===== src/rtl/switch_box_config_loader.sv =====
// Config loader for one universal_switch_box: assembles CW-bit words into a shadow
// register and commits it to the live config in a single edge. Optional macro: CFG_PARITY_EN.
module switch_box_config_loader #(
    parameter int WS = 7,
    parameter int WD = 6,
    parameter int WG = 3,
    parameter int CW = 8,
    localparam int CFG_BITS = WS*6 + (WD/2)*6,
    localparam int NWORDS   = (CFG_BITS + CW - 1) / CW
) (
    input  logic                clk,
    input  logic                rst,
    input  logic                start,
    input  logic                abort,
    input  logic [CW-1:0]       cfg_data,
    input  logic                cfg_parity,
    input  logic                cfg_valid,
    output logic                cfg_ready,
    output logic [CFG_BITS-1:0] c,
    output logic                busy,
    output logic                done,
    output logic                err,
    output logic [1:0]          o_dbg_state
);

    localparam int CNT_W = (NWORDS > 1) ? $clog2(NWORDS) : 1;

    localparam logic [1:0] ST_IDLE   = 2'd0;
    localparam logic [1:0] ST_LOAD   = 2'd1;
    localparam logic [1:0] ST_COMMIT = 2'd2;

    logic [1:0]          r_state;
    logic [CNT_W-1:0]    r_word_cnt;
    logic [CFG_BITS-1:0] r_shadow;
    logic [CFG_BITS-1:0] r_c;
    logic                r_busy;
    logic                r_done;
    logic [CFG_BITS-1:0] w_shadow_wr;
    logic                w_xfer;
    logic                w_last;
    logic                w_par_ok;
    logic                w_unused;

    // Handshake: a word moves on a rising edge with cfg_valid && cfg_ready; cfg_ready is
    // high only in LOAD, and an abort in the same cycle drops the word.
    assign cfg_ready = (r_state == ST_LOAD);
    assign w_xfer    = cfg_valid && cfg_ready && !abort;
    assign w_last    = (r_word_cnt == CNT_W'(NWORDS - 1));

    // Bits of the last word that land at or above CFG_BITS have no home and fall away.
    always_comb begin
        w_shadow_wr = r_shadow;
        for (int i = 0; i < CFG_BITS; i++) begin
            if ((i / CW) == int'(r_word_cnt)) begin
                w_shadow_wr[i] = cfg_data[i % CW];
            end
        end
    end

`ifdef CFG_PARITY_EN
    logic r_err;

    assign w_par_ok = ^{cfg_data, cfg_parity};

    always_ff @(posedge clk or posedge rst) begin
        if (rst) begin
            r_err <= 1'b0;
        end else if (r_state == ST_IDLE && start) begin
            r_err <= 1'b0;
        end else if (w_xfer && !w_par_ok) begin
            r_err <= 1'b1;
        end
    end

    assign err = r_err;
`else
    assign w_par_ok = 1'b1;
    assign err      = 1'b0;
`endif

    always_ff @(posedge clk or posedge rst) begin
        if (rst) begin
            r_state    <= ST_IDLE;
            r_word_cnt <= '0;
            r_shadow   <= '0;
            r_c        <= '0;
            r_busy     <= 1'b0;
            r_done     <= 1'b0;
        end else begin
            r_done <= 1'b0;
            case (r_state)
                ST_IDLE: begin
                    if (start) begin
                        r_state    <= ST_LOAD;
                        r_busy     <= 1'b1;
                        r_word_cnt <= '0;
                        r_shadow   <= '0;
                    end
                end
                ST_LOAD: begin
                    if (abort) begin
                        r_state <= ST_IDLE;
                        r_busy  <= 1'b0;
                    end else if (w_xfer && !w_par_ok) begin
                        r_state <= ST_IDLE;
                        r_busy  <= 1'b0;
                    end else if (w_xfer) begin
                        r_shadow   <= w_shadow_wr;
                        r_word_cnt <= r_word_cnt + CNT_W'(1);
                        if (w_last) begin
                            r_state <= ST_COMMIT;
                        end
                    end
                end
                ST_COMMIT: begin
                    // The only place the live config changes outside reset.
                    r_c     <= r_shadow;
                    r_done  <= 1'b1;
                    r_state <= ST_IDLE;
                    r_busy  <= 1'b0;
                end
                default: begin
                    r_state <= ST_IDLE;
                    r_busy  <= 1'b0;
                end
            endcase
        end
    end

    assign c           = r_c;
    assign busy        = r_busy;
    assign done        = r_done;
    assign o_dbg_state = r_state;

    // WG carries no config bits; cfg_parity is unused when parity checking is absent.
    assign w_unused = ^{cfg_parity, (WG >= 0)};

endmodule


===== config.mk =====
export PLATFORM = sky130hd
export DESIGN_NAME = switch_box_config_loader
export DESIGN_NICKNAME = d
export VERILOG_FILES = /design/src/rtl/switch_box_config_loader.sv
export SDC_FILE = /design/constraint.sdc
export NUM_CORES = 1
export LEC_CHECK = 0
export CAP_MARGIN = 40
export CORE_ASPECT_RATIO = 1.25
export CORE_MARGIN = 2
export CORE_UTILIZATION = 57
export CTS_BUF_LIST = sky130_fd_sc_hd__clkbuf_16
export CTS_CLUSTER_DIAMETER = 150
export DETAILED_ROUTE_END_ITERATION = 10
export PLACE_DENSITY = 0.84
export SLEW_MARGIN = 20
export SYNTH_ARGS = -nofsm -noshare
export SYNTH_HDL_FRONTEND = slang
export SYNTH_SLANG_ARGS = --single-unit

===== constraint.sdc =====
create_clock -name clk -period 9.05 [get_ports clk]
set_input_delay 2.2625 -clock clk [delete_from_list [all_inputs] [get_ports clk]]
set_output_delay 2.2625 -clock clk [all_outputs]
set_load 0.02 [all_outputs]

# After elaboration in Yosys (flattened, before gate mapping)
# Cells that the tools add are included.
[word_totals]
romBits = 0
wordCells = 132
ff_bits = 127
output_inout_bits = 66
memories = 0
latch_bits = 0
mem_bits_rw = 0
inputBits = 14
[op_classes]
n_div = 0
n_mux = 77
eq_ne = 24
shift = 0
mul = 0
bitwise_logic = 0
add_sub_neg = 1
n_reduce_logical = 17
order_cmp = 0
[op_table]
columns = ["operator", "n"]
rows = [
  ["$mux 60", 3],
  ["$pmux 60 s2", 1],
  ["$mux 1", 63],
  ["$reduce_and 5->1", 8],
  ["$ne 2x1->1 const B", 9],
  ["$eq 3x3->1 const A", 4],
  ["$mux 3", 3],
  ["$mux 2", 4],
  ["$eq 2x3->1 const A", 2],
  ["$ne 2x2->1 const B", 3],
  ["$ne 3x2->1 const B", 2],
  ["$pmux 3 s2", 1],
  ["$pmux 2 s2", 1],
  ["$reduce_and 4->1", 1],
  ["$add 3x1->3 const B", 1],
  ["$eq 1x3->1 const A", 1],
  ["$eq 3x3->1 const B", 1],
  ["$logic_not 3->1", 1],
  ["$reduce_and 3->1", 1],
  ["$eq 2x1->1 const B", 1],
  ["$eq 2x2->1 const B", 1],
  ["$logic_and 1x1->1", 2],
  ["$logic_not 2->1", 1],
  ["$pmux 1 s2", 1],
  ["other kinds (3)", 3],
]

# Longest topological paths before layout
[depth]
word_depth = 6
ltp_mapped = 5
ltp_nobuf = 5

# Least setup slack after synthesis
# Ideal clock, no wire load.
[synth_timing]
kind = "register to output"
from = "reg r_state[0] (netlist: o_dbg_state[0])"
to = "out cfg_ready"
n_path_buf = 2
path_slack_ps = 5480
arrival_time_ps = 1308
stages_incl_launch_ff = 4
required_time_ps = 6787
path_cell_list = "dfrtp_1 > buf_2 > clkbuf_1 > nor2b_1"
[synth_between]
elab_chain_cells = 1
[synth_lines]
columns = ["item", "line_no", "text"]
rows = [
  ["from (decl)", "32", "logic [1:0] r_state;"],
  ["from (signal assigned)", "83", "r_state <= ST_IDLE;"],
  ["from (signal assigned)", "94", "r_state <= ST_LOAD;"],
  ["from (signal assigned)", "102", "r_state <= ST_IDLE;"],
  ["$eq 2x1->1", "46", "assign cfg_ready = (r_state == ST_LOAD);"],
  ["to (decl)", "18", "output logic cfg_ready,"],
]
# Every way passes these cells.

# Worst setup path after layout
[layout_timing]
from = "reg r_state[1] (netlist: o_dbg_state[1])"
to = "out o_dbg_state[1]"
[layout_lines]
columns = ["item", "line_no", "text"]
rows = [
  ["to (decl)", "23", "output logic [1:0] o_dbg_state"],
]
# No word-level cell between the ends.

==> impl_metrics.yaml <==
outcome:
  status: "completed"
floorplanning:
  num_ports: 80
  die_area_mm2: 0.009459
  placementRows: 38
  die_w_um: 87.39
  chipHeight_um: 108.2
  initial_core_utilization: 0.5789
  coreArea_mm2: 0.008558
synth:
  synth_top_area_cell: "dfrtp_1"
  synth.lib_cells_used.distinct: 24
  netlist_instances: 330
  netlist.area_leader.share: 0.6414
  synthTopCellsByArea: "dfrtp_1 64%, mux2_2 14%, a22o_1 8.7%"
  count_of_warnings_emitted_by_yosys: 0
  netlist_area_pre_place_mm2: 0.004955
  ys_seq_elements: 127
  synthesis.nets: 350
  synth_seq_area_share: 0.6414
  synth.avg_cell_area_um2: 15.01
critical_path:
  cp_data_arrival_time_ns: 1.94
  reg2regPathDepth: 3
  worstSetupPathDepth: 1
  max_stage_delay_ns: 0.80
  regToRegSetupSlack_ns: 6.80
  cp_num_buf_inv: 1
  cp_cell_sequence: "clkdlybuf4s50_1"
  worst_r2r_startpoint: "o_dbg_state[1]"
  critPathCapture: "o_dbg_state[1]"
  setup.worst_path.start: "o_dbg_state[1]"
  critical_path_class: "flip-flop to output pin"
  peak_fanout_along_the_critical_path: 22
  critical_path.top_delay_family: "flip-flops"
  worstPathRequired_ns: 6.79
  worst_r2r_endpoint: "c[3]"
  critical_path.slowest_cell: "dfrtp_1"
  endpoint_kind: "output pin"
  worstSetupStartpointType: "flip-flop"
placement:
  placedInstanceArea_mm2: 0.005819
  hpwl_um: 6567
  port_buffers: 77
  finalWeightedCongestion: 0.7500
flow_run:
  cap_violations: 0
routing:
  drt-total-wl_um: 10870
  1st_iter_drt_viols: 264
  drc_errors: 0
  vias_per_cell: 6.116
  drt_pass1_iterations: 6
  routed_wire_length_per_instance_um: 20.75
  vias: 3205
  detail-route-antenna-nets: 0
clocking:
  numCtsBuffers: 17
  ctsLongestPathBuffers: 2
  clk_transition_reported_paths_ns: 0.05
  root_buffer_selected_by_cts: "clkbuf_16"
  h-tree-depth: 4
  clock_latency_ns: 0.41
  cts_tree: "done"
  clock-sinks: 127
  post_cts_resize_count: 0
  cts.hold.buffers_added: 0
  post_cts.repair.setup_buffers: 0
cells_and_area:
  design.final.nets: 431
  area_added_between_synthesis_and_finish_pct: 29.14
  layout.cell_area.non_filler_mm2: 0.006399
  most-common-layout-cells: "127 x dfrtp_1, 77 x clkdlybuf4s50_1, 61 x mux2_2, 49 x a22o_1, 17 x clkbuf_16"
  layout_commonest_cell: "dfrtp_1"
  drive_above_1_share: 0.2311
  antenna-diode-count: 0
timing:
  post_route_skew_ns: 0.004283
  setup_viol: 0
  hold_violations: 0
  fmax_ghz: 0.2379
  grt_setup_unrepaired: "no"
  worst_slew_pin_slew_ns: 0.7877
  max-slew-margin-rel: 0.4749
  period_needed_ns: 4.204
  fin_worst_hold_slack_ns: 0.4985
  final_max_slew_viol_count: 0
  fin_setup_tns_ns: 0
  layout_worst_path_cycle_share: 0.4645
pwr:
  power_leakage_nw: 3.177
  power_density_mw_per_mm2: 209.4
  power.ir.vdd_worst_v: 0.0001394
grt:
  grt_first_pass_wirelength_um: 17650
  globalRouteTotalUtil: 0.2551
  antenna_found_initial: 0
  grt_max_degree: 62
  gr-total-overflow: 0
  grt_pass1_vias: 3357
min_path:
  hold_class: "flip-flop to flip-flop"
worst min path at each step:
stage	depth (start not counted)	start	to
floorplan	1	r_shadow[0]	r_shadow[0]
global placement	1	r_shadow[34]	r_shadow[34]
detailed placement	1	r_shadow[39]	r_shadow[39]
CTS	1	r_shadow[40]	r_shadow[40]
global route	1	r_shadow[11]	r_shadow[11]
finish	1	r_shadow[14]	r_shadow[14]
metal layers:
| metal | global-route usage | up-vias | share of wire |
|---|---|---|---|
| li1 | - | 1414 | - |
| met1 | 0.3248 | 1665 | 0.40 |
| met2 | 0.4021 | 101 | 0.53 |
| met3 | 0.07405 | 25 | 0.040 |
| met4 | 0.1209 | 0 | 0.028 |
| met5 | 0 | - | 0 |
power breakdown:
part / internal, mW / total, mW / switching, mW / leakage, nW
logic: 0.0302 / 0.0851 / 0.0548 / 1.12
registers: 0.584 / 0.596 / 0.0115 / 1.76
clock network: 0.425 / 0.659 / 0.234 / 0.290
total: 1.04 / 1.34 / 0.300 / 3.18
state kept, by name (all words and copies together) (netlist names):
name and flops:
done 1, o_dbg_state 2, r_word_cnt 3, r_shadow 60, busy 1, c 60
cell usage after synthesis:
| cell | instances |
|---|---|
| a22o_1 | 49 |
| a221o_1 | 12 |
| conb_1 | 1 |
| nor2_1 | 11 |
| buf_2 | 10 |
| mux2_2 | 61 |
| inv_1 | 6 |
| a21oi_1 | 1 |
| a31oi_1 | 1 |
| buf_4 | 1 |
| nor4bb_1 | 1 |
| buf_1 | 6 |
| nor2b_1 | 3 |
| nand2b_1 | 3 |
| nand4b_1 | 1 |
| nand4bb_1 | 1 |
| ha_1 | 6 |
| nand2_1 | 5 |
| o211a_1 | 12 |
| clkbuf_1 | 3 |
| o2bb2ai_1 | 7 |
| nor3b_2 | 1 |
| nand4b_2 | 1 |
| dfrtp_1 | 127 |
final cells by class:
class | instances | area, um^2
Sequential cell | 127 | 3178
Tap cell | 100 | 125.1
Timing Repair Buffer | 82 | 820.8
Fill cell | 527 | 2160
Clock buffer | 17 | 425.4
Inverter | 6 | 25.02
Clock inverter | 15 | 153.9
Multi-Input combinational cell | 177 | 1670
per-stage QoR:
stage	worst slack (ns)	power (mW)	instances	util
detailed placement	4.983	0.6883	492	0.6800
global route	4.751	1.384	524	0.7477
floorplan	3.403	0.6550	330	-
finish	4.846	1.340	524	0.7477
CTS	4.859	1.346	524	0.7477
global placement	4.941	0.6827	491	0.6776
logic make-up (layout without fill, tap and decap cells):
kind of cell,Yosys count,in the layout,synth area share
flops,127,127,0.6414
compound gates,82,82,0.1497
mux,61,61,0.1386
simple gates,27,27,0.03131
buf+inv,26,120,0.02298
fa+ha+maj,6,6,0.01515
other cells,1,1,0.0007568
No activity file was read; power rests on OpenSTA's default activity.
